## src/rtl/dice_pkg.sv

```systemverilog
// Shared definitions for the dice roller controller: FSM states, default
// parameter values and counter widths.
package dice_pkg;

  localparam int unsigned DEB_CYCLES_DEF = 4;
  localparam int unsigned FAST_DIV_DEF   = 2;
  localparam int unsigned MAX_DIV_DEF    = 16;

  localparam int unsigned CNT_W   = 8;
  localparam int unsigned DBL_W   = CNT_W + 1;
  localparam int unsigned ROLLS_W = 8;

  typedef enum logic [1:0] {
    IDLE = 2'd0,
    ROLL = 2'd1,
    SLOW = 2'd2,
    SHOW = 2'd3
  } state_t;

endpackage

```

## src/rtl/btn_debounce.sv

```systemverilog
// Two-flop synchronizer followed by a counter debouncer: db follows the
// synchronized input once it has differed for DEB_CYCLES consecutive cycles.
module btn_debounce
  import dice_pkg::*;
#(
  parameter int unsigned DEB_CYCLES = DEB_CYCLES_DEF
) (
  input  logic clock,
  input  logic reset,
  input  logic raw,
  output logic db
);

  logic             sync1;
  logic             sync2;
  logic [CNT_W-1:0] cnt;

  always_ff @(posedge clock or posedge reset) begin
    if (reset) begin
      sync1 <= 1'b0;
      sync2 <= 1'b0;
      cnt   <= '0;
      db    <= 1'b0;
    end else begin
      sync1 <= raw;
      sync2 <= sync1;
      if (sync2 != db) begin
        // the last differing cycle of the run commits the new level
        if (cnt == CNT_W'(DEB_CYCLES - 1)) begin
          db  <= sync2;
          cnt <= '0;
        end else begin
          cnt <= cnt + CNT_W'(1);
        end
      end else begin
        cnt <= '0;
      end
    end
  end

endmodule

```

## src/rtl/dice_ctrl.sv

```systemverilog
// Electronic dice controller: steps a downstream mod-6 counter quickly while
// the button is held, then slows down geometrically after release and settles.
module dice_ctrl
  import dice_pkg::*;
#(
  parameter int unsigned DEB_CYCLES = DEB_CYCLES_DEF,
  parameter int unsigned FAST_DIV   = FAST_DIV_DEF,
  parameter int unsigned MAX_DIV    = MAX_DIV_DEF
) (
  input  logic               clock,
  input  logic               reset,
  input  logic               button,
  output logic               step,
  output logic               dir,
  output logic               busy,
  output logic               done,
  output logic [ROLLS_W-1:0] rolls
);

  state_t             state, state_n;
  logic               db, db_q;
  logic [CNT_W-1:0]   tick, tick_n, tick_inc;
  logic [CNT_W-1:0]   interval, interval_n;
  logic [DBL_W-1:0]   interval_dbl;
  logic               last, last_n;
  logic               step_n, dir_n, busy_n, done_n;
  logic [ROLLS_W-1:0] rolls_n;
  logic               press_evt, rel_evt;

  btn_debounce #(.DEB_CYCLES(DEB_CYCLES)) u_deb (
    .clock (clock),
    .reset (reset),
    .raw   (button),
    .db    (db)
  );

  assign press_evt    = db & ~db_q;
  assign rel_evt      = ~db & db_q;
  assign tick_inc     = tick + CNT_W'(1);
  assign interval_dbl = {interval, 1'b0};

  // State, counters and all outputs
  always_ff @(posedge clock or posedge reset) begin
    if (reset) begin
      state    <= IDLE;
      db_q     <= 1'b0;
      tick     <= '0;
      interval <= '0;
      last     <= 1'b0;
      step     <= 1'b0;
      dir      <= 1'b0;
      busy     <= 1'b0;
      done     <= 1'b0;
      rolls    <= '0;
    end else begin
      state    <= state_n;
      db_q     <= db;
      tick     <= tick_n;
      interval <= interval_n;
      last     <= last_n;
      step     <= step_n;
      dir      <= dir_n;
      busy     <= busy_n;
      done     <= done_n;
      rolls    <= rolls_n;
    end
  end

  // Next-state and next-output decode
  always_comb begin
    state_n    = state;
    tick_n     = tick;
    interval_n = interval;
    last_n     = 1'b0;
    step_n     = 1'b0;
    dir_n      = dir;
    done_n     = 1'b0;
    rolls_n    = rolls;
    unique case (state)
      IDLE, SHOW: begin
        if (press_evt) begin
          state_n    = ROLL;
          dir_n      = ~dir;
          tick_n     = '0;
          interval_n = CNT_W'(FAST_DIV);
        end
      end
      ROLL: begin
        if (rel_evt) begin
          state_n    = SLOW;
          tick_n     = '0;
          interval_n = CNT_W'(2 * FAST_DIV);
        end else if (tick_inc == CNT_W'(FAST_DIV)) begin
          step_n = 1'b1;
          tick_n = '0;
        end else begin
          tick_n = tick_inc;
        end
      end
      SLOW: begin
        // last marks the cycle in which the final step is on the output
        if (last) begin
          state_n = SHOW;
          done_n  = 1'b1;
          if (rolls != '1) rolls_n = rolls + ROLLS_W'(1);
        end else if (tick_inc == interval) begin
          step_n = 1'b1;
          tick_n = '0;
          if (interval_dbl > DBL_W'(MAX_DIV)) last_n = 1'b1;
          else interval_n = interval_dbl[CNT_W-1:0];
        end else begin
          tick_n = tick_inc;
        end
      end
    endcase
    busy_n = (state_n == ROLL) || (state_n == SLOW);
  end

endmodule

```

## config.mk

```make
export PLATFORM = sky130hd
export DESIGN_NAME = dice_ctrl
export DESIGN_NICKNAME = d
export VERILOG_FILES = /design/src/rtl/dice_pkg.sv /design/src/rtl/btn_debounce.sv /design/src/rtl/dice_ctrl.sv
export SDC_FILE = /design/constraint.sdc
export NUM_CORES = 1
export LEC_CHECK = 0
export ABC_AREA = 0
export BUFFER_PORTS_ARGS = -buffer_cell sky130_fd_sc_hd__buf_2
export CAP_MARGIN = 15
export CORE_MARGIN = 4
export CORE_UTILIZATION = 54
export CTS_CLUSTER_DIAMETER = 30
export CTS_CLUSTER_SIZE = 8
export DETAILED_ROUTE_END_ITERATION = 16
export PLACE_DENSITY = 0.8
export SYNTH_ARGS = -nofsm -noshare
export SYNTH_HDL_FRONTEND = slang
export SYNTH_HIERARCHICAL = 1
export SYNTH_SLANG_ARGS = --single-unit
```

## constraint.sdc

```tcl
create_clock -name clock -period 2.1 [get_ports clock]
set_input_delay 0.105 -clock clock [delete_from_list [all_inputs] [get_ports clock]]
set_output_delay 0.105 -clock clock [all_outputs]
set_load 0.01 [all_outputs]
```

==> results of run 1 <==
## registers in the layout (all words and copies together) (netlist names), 2 cells and up
register   count
tick           8
u_deb/cnt      8
rolls          8
state          2
interval       7
## how the worst max path moves through the flow
stage	slack [ps]	start	depth (start not counted)	to
final	-9	tick[1]	9	interval[1]
after global routing	-120	tick[1]	9	interval[1]
after detailed placement	5	tick[4]	9	tick[6]
after CTS	4	tick[0]	8	interval[1]
after global placement	30	tick[4]	9	tick[6]
after floorplan	-3	tick[0]	9	interval[1]
## power by group
group / switching [W] / total [W] / internal (W)
Combinational: 0.000592 / 0.00106 / 0.000470
Sequential: 0.000132 / 0.00105 / 0.000919
Clock: 0.000256 / 0.000521 / 0.000265
Total: 0.000980 / 0.00263 / 0.00165
## tightest hold or removal path, cell delays in order
cell           delay (ps)
dlygate4sd3_1         530
buf_2                 130
inv_1                 300
## what timing repair did
action                                  CTS  global route
hold endpoints to repair                 43             0
hold buffers                              2             0
resized for setup                         1            12
pin swaps                                 1             3
setup buffers                             0             4
endpoints found under the setup margin    2            13
## cell families (layout without fill, tap and decap cells)
logic type / count (synthesis) / after routing
and+or+nand+nor: 82 / 82
AOI/OAI and AO/OA: 60 / 60
DFF: 42 / 42
buffers and inverters: 23 / 63
xor gates and xnor gates: 21 / 21
adders and majority gates: 7 / 7
muxes: 5 / 5
## per-layer routing
layer | part of all wire (%) | up-vias
li1 | - | 921
met1 | 44 | 924
met2 | 50 | 57
met3 | 3.8 | 15
met4 | 2.1 | 0
met5 | 0 | -
## through the flow
| step | setup TNS [ps] | instance area (um2) | util (%) | total power, W | std cells |
|---|---|---|---|---|---|
| 3_5_place_dp | 0 | 2650 | 64.5 | 0.00204 | 316 |
| 2_1_floorplan | -5.98 | 2410 | - | 0.00174 | 240 |
| 5_1_grt | -1080 | 2850 | 69.3 | 0.00282 | 330 |
| 3_3_place_gp | 0 | 2650 | 64.5 | 0.00201 | 316 |
| 6_report | -11.3 | 2850 | 69.3 | 0.00263 | 330 |
| 4_1_cts | 0 | 2770 | 67.4 | 0.00261 | 326 |
## cell usage in the layout (no fill, tap or decap), types with 7 or more instances in the layout
cell / n
dfrtp_1: 39
nand2_1: 24
nand3_1: 8
inv_1: 14
a21oi_2: 7
a21oi_1: 14
nor2_1: 12
buf_2: 14
o21ai_0: 11
buf_4: 22
xnor2_1: 13
## cell type report
type,count,area (um2)
fillers,320,1260
inverters,15,56.3
clock inverters,1,5.00
flip-flops and latches,42,1050
clock buffers,7,86.3
multi-input cells,175,1300
well taps,50,62.6
repair buffers,40,288
==> summary.md, run 1 <==
| Metric | Value |
|---|---|
| Violated checks | `negative setup slack` |
| I/O pin cnt | `15` |
| Main synth FF type | `dfrtp_1` |
| Yosys cell types | `51` |
| Reg clk slew, reported paths | `roughly 80 ps` |
| Worst slew margin | `68.8%` |
| Die ar. | `0.00549 mm2` |
| Worst path bufs/invs | `1` |
| Slowest CP cell | `dfrtp_2` |
| DP HPWL | `3500 um` |
| Worst hold path type | `in -> async` |
| Cells after Synth | `240` |
| Largest net degree at the start of global routing | `32` |
| Die Span Y | `74.1 um` |
| Synth-to-Final Area Change | `21.0%` |
| Post-Synth Adder-Cell Area | `roughly 3.7%` |
| Top post-synthesis cells by count | `42 x dfrtp_1, 24 x nand2_1, 19 x a21oi_1` |
| Pleak | `between 1 and 1.5 nW` |
| Tmin final | `2110 ps` |
| Pins over their slew limit | `0` |
| Reg-to-reg critical path endpoint | `interval[1]` |
| Critical setup path kind | `reg -> reg` |
| Yosys top cell by area | `dfrtp_1` |
| Vias/cell | `5.81` |
| Worst setup margin | `-8.73 ps` |
| Crit-path cells | `inv_2, ha_4, xor2_1, nand2_1, a2111oi_4, o2111a_2, and2_4, o21ai_4, mux2_4` |
| Hold WS | `359 ps` |
| TritonCTS Buffers | `5` |
| H-tree level count | `2` |
| Synth Area in Compound Gates | `~18%` |
| Global route overflow | `0` |
| Met1 usage | `28.3%` |
| CP max FO | `5` |
| Wire per inst | `15.7 um` |
| Number of global-route vias before repair | `1823` |
| Core area | `between 0.004 and 0.005 mm2` |
| GP Congestion | `0.863` |
| Critical Path RT | `2280 ps` |
| Actual slew at the worst max-slew pin | `464 ps` |
| Synth Register Bits | `42` |
| Worst Reg-to-Reg Cells | `9` |
| CTS tree | `built` |
| Crit-path leading delay family | `compound AO/OA/AOI/OAI gates` |
| Global Route Usage Sum | `20.7%` |
| Mapped cell area | `0.00236 mm2` |
| PwrDens | `924 mW/mm2` |
| Clk root buf | `clkbuf_8` |
| Post-Synth Simple-Gate Area | `between 10% and 20%` |
| CP Capture Type | `register` |
| Initial Util | `57.3%` |
| DR vias | `~1900` |
| R2r setup slk | `-9 ps` |
| Max incr delay on CP | `440 ps` |
| Setup WS pre-CTS | `between 4 and 5 ps` |
| Most used routing layer | `met2` |
| Met3 Use GR | `3.78%` |
| Port bufs | `14` |
| Post-synthesis area per instance | `between 9 and 10 um2` |
| Most frequent cell after synthesis | `dfrtp_1` |
| Yosys top cell area share | `44.6%` |
| Clock Sinks | `42` |
| Placement Rows | `23` |
| YS warnings | `6` |
| DRT iter0 DRCs | `101` |
| DRC errors left | `0` |
| Layout Nets | `289` |
| DRT antenna net count | `0` |
| Max-cap check violation count | `0` |
| Number of flops mapped to enable cells by yosys | `0` |
| Setup violators final | `2` |
| Die Width | `74.1 um` |
| Layout cells sized above 1 | `slightly below 30%` |
| Final hold vios | `0` |
| DRT Pass-1 Iters | `4` |
| Critical R2R Launch | `tick[1]` |
| Synth Net Count | `250` |
| Synth async-reset ratio | `100%` |
| Fmax | `around 470 MHz` |
| Post-synthesis sequential area ratio | `44.6%` |
| Crit path DAT | `2290 ps` |
| Tcrit/Tclk final | `100%` |
| First-pass GRT wire length | `a little under 9000 um` |
| Max Clock Skew | `6.76 ps` |
| Post-Route WL | `5170 um` |
| Ant diodes | `0` |
| Post-synthesis xor/xnor area fraction | `7.80%` |
| Mux cell area share after synthesis | `around 2.7%` |
| Max clock buf depth | `2` |
| Max VDD drop | `0.738 mV` |
| Largest family of logic cells by synthesized area | `compound AO/OA/AOI/OAI gates` |
| CP Launch Type | `register` |
| Status | `finished with violations` |
| Initial antenna violation count | `0` |
| RSZ-0062 raised after global routing | `yes` |
| Synth top area cells | `dfrtp_1 45%, xnor2_1 5.2%, a21oi_1 4.0%, nand2_1 3.8%, ha_1 3.7%` |
| Global routing met2 resource utilization | `33.0%` |
| Worst skew pair latency | `~290 ps` |
No activity file was read; power rests on OpenSTA's default activity.
==> run 2, diff against run 1 <==
--- a/config.mk
+++ b/config.mk
@@ -7,13 +7,15 @@
 export LEC_CHECK = 0
 export ABC_AREA = 0
 export BUFFER_PORTS_ARGS = -buffer_cell sky130_fd_sc_hd__buf_2
-export CAP_MARGIN = 15
+export CAP_MARGIN = 40
+export CELL_PAD_IN_SITES_DETAIL_PLACEMENT = 1
+export CELL_PAD_IN_SITES_GLOBAL_PLACEMENT = 1
 export CORE_MARGIN = 4
-export CORE_UTILIZATION = 54
+export CORE_UTILIZATION = 43
 export CTS_CLUSTER_DIAMETER = 30
 export CTS_CLUSTER_SIZE = 8
 export DETAILED_ROUTE_END_ITERATION = 16
-export PLACE_DENSITY = 0.8
+export PLACE_DENSITY = 0.81
 export SYNTH_ARGS = -nofsm -noshare
 export SYNTH_HDL_FRONTEND = slang
 export SYNTH_HIERARCHICAL = 1
==> constraint.sdc (replaced) <==
create_clock -name clock -period 2.1 [get_ports clock]
set_input_delay 0.525 -clock clock [delete_from_list [all_inputs] [get_ports clock]]
set_output_delay 0.525 -clock clock [all_outputs]
set_load 0.01 [all_outputs]
==> run 2 against run 1 <==
- sequential power about the same
- critical path type unchanged
- the flow still finishes with violations (negative setup slack)
- global-route usage up 0.091 points
- final area up 5.9%
==> summary.md, run 2 (synthesized netlist as in run 1, its figures left out) <==
| Metric | Value |
|---|---|
| Status | `finished with violations` |
| Violated checks | `negative setup slack` |
| Wire per inst | `18.7 um` |
| Actual slew at the worst max-slew pin | `442 ps` |
| Number of global-route vias before repair | `approximately 2100` |
| Critical setup path kind | `reg -> reg` |
| Port bufs | `14` |
| Layout Nets | `300` |
| RSZ-0062 raised after global routing | `yes` |
| Largest net degree at the start of global routing | `32` |
| I/O pin cnt | `15` |
| Initial antenna violation count | `0` |
| Setup violators final | `13` |
| CP max FO | `7` |
| Layout cells sized above 1 | `37.1%` |
| Pleak | `1.37 nW` |
| Uppermost routed layer | `met4` |
| Top flop regs | `rolls: 8 flops, tick: 8 flops, u_deb/cnt: 8 flops` |
| Worst hold path type | `in -> async` |
| Global route overflow | `0` |
| GP Congestion | `between 0.8 and 0.9` |
| Worst skew pair latency | `300 ps` |
| Met3 wire length | `169 um` |
| H-tree level count | `2` |
| Synth-to-Final Area Change | `28.1%` |
| Most frequent cells in the layout | `39 x dfrtp_1, 32 x buf_4, 24 x nand2_1` |
| Vias/cell | `5.58` |
| Max VDD drop | `around 0.64 mV` |
| Max incr delay on CP | `~490 ps` |
| Worst setup margin | `-112 ps` |
| Post-DP Area | `0.00274 mm2` |
| PwrDens | `966 mW/mm2` |
| FILL cells | `596` |
| CP Launch Type | `register` |
| DRT Pass-1 Iters | `4` |
| Die Span Y | `82.0 um` |
| Hold buffer count at CTS | `0` |
| DRC errors left | `0` |
| Critical Path RT | `2320 ps` |
| CTS tree | `built` |
| Die Width | `82.0 um` |
| Fmax | `around 450 MHz` |
| DP HPWL | `4360 um` |
| Wire length on met2 | `3550 um` |
| Clk root buf | `clkbuf_8` |
| Final hold vios | `0` |
| Worst path bufs/invs | `2` |
| Slowest CP cell | `dfrtp_2` |
| Overall Power | `slightly below 0.003 W` |
| Reg clk slew, reported paths | `around 80 ps` |
| Pins over their slew limit | `0` |
| Post-Route M1 WL | `roughly 2900 um` |
| Max clock buf depth | `2` |
| First-pass GRT wire length | `10400 um` |
| Tcrit/Tclk final | `105%` |
| Core area | `roughly 0.0052 mm2` |
| Max Clock Skew | `~5.1 ps` |
| Crit path DAT | `approximately 2400 ps` |
| Max-cap check violation count | `0` |
| Clock Sinks | `42` |
| DR vias | `2015` |
| Most Frequent Cell on Critical Path | `a21oi_1` |
| Initial Util | `45.3%` |
| Crit-path cells | `ha_4, mux2_4, a21oi_2, a21oi_1, o2111a_2, buf_4, a21oi_4, buf_6, nand3_1, a21oi_1` |
| Post-route cell area | `about 0.003 mm2` |
| Post-Route WL | `just under 7000 um` |
| Crit-path leading delay family | `compound AO/OA/AOI/OAI gates` |
| Global Route Usage Sum | `20.8%` |
| Worst slew margin | `between 70% and 80%` |
| DRT iter0 DRCs | `50` |
| Hold WS | `215 ps` |
| TritonCTS Buffers | `5` |
| Die ar. | `0.00673 mm2` |
| Placement Rows | `26` |
| Most common cell after layout, fill and taps aside | `dfrtp_1` |
| CP Capture Type | `register` |
| Ant diodes | `0` |
| Tmin final | `~2200 ps` |
| DRT antenna net count | `0` |
-- run 2: worst register-to-register path, cell delays in order, from the launching register on --
cell and delay [ps]:
dfrtp_2 490, ha_4 200, mux2_4 260, a21oi_2 110, a21oi_1 60, o2111a_2 180
buf_4 150, a21oi_4 260, buf_6 160, nand3_1 80, a21oi_1 190
-- run 2: repair_timing --
item	in CTS	in global routing
gates resized for setup	7	24
setup endpoints to repair	12	18
pin swaps	5	11
buffers inserted	2	5
-- run 2: cell type report --
type / instances / area [um2] / area share, %
multi-input cells: 175 / 1360 / 45.0
flip-flops and latches: 42 / 1050 / 34.9
repair buffers: 51 / 367 / 12.1
clock buffers: 6 / 82.6 / 2.74
clock inverters: 2 / 12.5 / 0.414
inverters: 15 / 56.3 / 1.86
well taps: 70 / 87.6 / 2.90
-- run 2: worst paths after layout --
check,to,from,cells after the start,slack (ps)
worst max-delay path,tick[7],tick[0],10,-110
worst max register to register,tick[7],tick[0],10,-110
worst min register to register,u_deb/sync2,u_deb/sync1,0,370
max in group asynchronous,tick[0],reset,3,1480
min in group clock,u_deb/sync1,button,1,330
worst min-delay path,u_deb/cnt[0],reset,2,210
-- run 2: metrics by stage --
| stage | TNS, ps | instances | setup WS, ps | util, % |
|---|---|---|---|---|
| floorplan | -5.98 | 240 | -2.99 | - |
| global placement | 0 | 346 | 11.7 | 52.7 |
| detailed placement | -399 | 346 | -71.1 | 52.7 |
| CTS | -529 | 356 | -71.7 | 55.3 |
| global route | -2220 | 361 | -192 | 58.0 |
| finish | -704 | 361 | -112 | 58.0 |
-- run 2: routing by layer --
| metal | track usage [%] | vias to the layer above |
|---|---|---|
| met5 | 0 | - |
| met4 | 6.31 | 0 |
| met3 | 2.96 | 13 |
| met2 | 36.0 | 31 |
| met1 | 26.7 | 1028 |
| li1 | - | 943 |
-- run 2: power breakdown --
part           switching [W]  leakage, nW  internal, W  total, W
clock               0.000296       0.0472     0.000265  0.000560
combinational       0.000735        0.757     0.000571   0.00131
sequential          0.000132        0.561     0.000918   0.00105
total                0.00116         1.37      0.00175   0.00292
==> run 3, diff against run 2 <==
==> constraint.sdc (replaced) <==
create_clock -name clock -period 2.1 [get_ports clock]
set_input_delay 0.105 -clock clock [delete_from_list [all_inputs] [get_ports clock]]
set_output_delay 0.105 -clock clock [all_outputs]
set_load 0.01 [all_outputs]
==> run 3 against run 2 <==
- the run still ends with negative setup slack left
- combinational power shrank 13%
- largest power group unchanged
- die area did not move
- critical path type unchanged
- non-clock buffer count is 10 lower
- first-iteration DRC count rose by 28%
- highest routed layer unchanged
- clock-buffer cell count did not move
- clock skew up 5.3 ps
- final cell count fell by 2.8%
==> summary.md, run 3 (synthesized netlist as in run 1, its figures left out) <==
| Metric | Value |
|---|---|
| Status | `finished with violations` |
| Violated checks | `negative setup slack` |
| Worst path bufs/invs | `2` |
| Clk root buf | `clkbuf_8` |
| Initial antenna violation count | `0` |
| Number of global-route vias before repair | `2109` |
| Wire per inst | `17.7 um` |
| Setup WS pre-CTS | `-42.5 ps` |
| Crit-path leading delay family | `compound AO/OA/AOI/OAI gates` |
| Top flop regs | `rolls: 8 flops, tick: 8 flops, u_deb/cnt: 8 flops` |
| DP HPWL | `4390 um` |
| First-pass GRT wire length | `10700 um` |
| Setup TNS | `-396 ps` |
| I/O pin cnt | `15` |
| Die ar. | `a little under 0.007 mm2` |
| CP max FO | `6` |
| Post-route cell area | `0.00290 mm2` |
| DRT Pass-1 Iters | `4` |
| Tmin final | `around 2200 ps` |
| TritonCTS Buffers | `5` |
| Pleak | `about 1.3 nW` |
| Hold WS | `around 350 ps` |
| Switch Pwr | `between 0.001 and 0.0015 W` |
| Global Route Usage Sum | `21.2%` |
| Most common cell after layout, fill and taps aside | `dfrtp_1` |
| Critical setup path kind | `reg -> reg` |
| Layout cells sized above 1 | `32.0%` |
| Critical Path RT | `2310 ps` |
| Worst slew margin | `68.1%` |
| Core area | `0.00520 mm2` |
| DRT iter0 DRCs | `between 60 and 70` |
| Crit path DAT | `roughly 2400 ps` |
| Post-DP Area | `about 0.0027 mm2` |
| Fmax | `454 MHz` |
| Setup violators final | `9` |
| Initial Util | `45.3%` |
| RSZ-0062 raised after global routing | `yes` |
| Critical R2R Launch | `tick[0]` |
| Max clock buf depth | `2` |
| Finished Core Util | `55.7%` |
| Worst Reg-to-Reg Cells | `10` |
| P_int | `approximately 0.0016 W` |
| Crit-path cells | `ha_4, buf_12, nand2b_4, a21oi_2, a2111oi_4, o2111a_2, and2_4, buf_6, nand3b_1, a21oi_2` |
| CP Launch Type | `register` |
| GP Congestion | `between 0.8 and 0.9` |
| Max Clock Skew | `~10 ps` |
| Clock Sinks | `42` |
| Final hold vios | `0` |
| Port bufs | `14` |
| Gate power share | `about 42%` |
| Worst setup margin | `-105 ps` |
| CTS tree | `built` |
| DRC errors left | `0` |
| DR vias | `1917` |
| Actual slew at the worst max-slew pin | `approximately 480 ps` |
| R2r setup slk | `-100 ps` |
| Largest net degree at the start of global routing | `32` |
| FILL cells | `584` |
| Reg-to-reg critical path endpoint | `step` |
| Die Width | `82.0 um` |
| Slowest CP cell | `dfrtp_2` |
| Most frequent cells in the layout | `39 x dfrtp_1, 23 x nand2_1, 23 x buf_4` |
| Max VDD drop | `between 0.5 and 0.6 mV` |
| Worst hold path type | `in -> async` |
| DRT antenna net count | `0` |
| Reg clk slew, reported paths | `80 ps` |
| Max incr delay on CP | `~480 ps` |
| PwrDens | `937 mW/mm2` |
| H-tree level count | `2` |
| Die Span Y | `82.0 um` |
| Placement Rows | `26` |
| Ant diodes | `0` |
| Most Frequent Cell on Critical Path | `a21oi_2` |
| Layout Nets | `between 200 and 300` |
| Switch share | `~40%` |
| Pins over their slew limit | `0` |
| CP Capture Type | `register` |
| Clock power share | `between 10% and 20%` |
| Synth-to-Final Area Change | `23.0%` |
| Global route overflow | `0` |
| Worst skew pair latency | `300 ps` |
| Max-cap check violation count | `0` |
| Post-Route WL | `6220 um` |
| Part of the power in registers | `38.7%` |
| Vias/cell | `5.46` |
| Tcrit/Tclk final | `105%` |
## run 3: stage by stage
stage | total power, W | std cells
2_1_floorplan | 0.00174 | 240
3_3_place_gp | 0.00205 | 339
3_5_place_dp | 0.00210 | 339
4_1_cts | 0.00267 | 350
5_1_grt | 0.00292 | 351
6_report | 0.00272 | 351
## run 3: repair_timing
item,CTS,global route
endpoints found under the hold margin,43,0
pin swaps,1,7
endpoints found under the setup margin,13,17
hold buffers,2,0
gates resized for setup,9,11
gates cloned,0,0
setup buffers,1,1
## run 3: per-layer routing
layer | GRT usage [%] | share of wire (%)
met3 | 4.39 | 2.9
met5 | 0 | 0
met2 | 36.3 | 52
met4 | 5.15 | 1.5
met1 | 27.3 | 43
## run 3: final cells by class
type / count / area, um2 / area share [%]
clock inverters: 2 / 13.8 / 0.475
repair buffers: 41 / 294 / 10.1
inverters: 15 / 56.3 / 1.94
clock buffers: 6 / 72.6 / 2.50
well taps: 70 / 87.6 / 3.02
flip-flops and latches: 42 / 1050 / 36.4
multi-input cells: 175 / 1320 / 45.5
## run 3: worst max path at each step
stage / from / end / slack, ps / depth (start not counted)
global placement: tick[1] / interval[2] / 30 / 9
floorplan: tick[0] / interval[1] / -3 / 9
detailed placement: tick[1] / interval[2] / -40 / 9
finish: tick[0] / step / -100 / 10
CTS: tick[1] / interval[2] / -70 / 9
global route: tick[1] / interval[2] / -170 / 9
## run 3: power groups by stage
stage	Clock, W	Combinational (W)	Sequential [W]
after floorplan	0	0.000701	0.00104
after global placement	0	0.000991	0.00105
after detailed placement	0	0.00103	0.00106
after CTS	0.000541	0.00109	0.00105
after global routing	0.000584	0.00127	0.00107
final	0.000522	0.00114	0.00105
## run 3: worst min-delay path: stages
cell and delay (ps):
dlygate4sd3_1 530, buf_2 130, inv_1 300
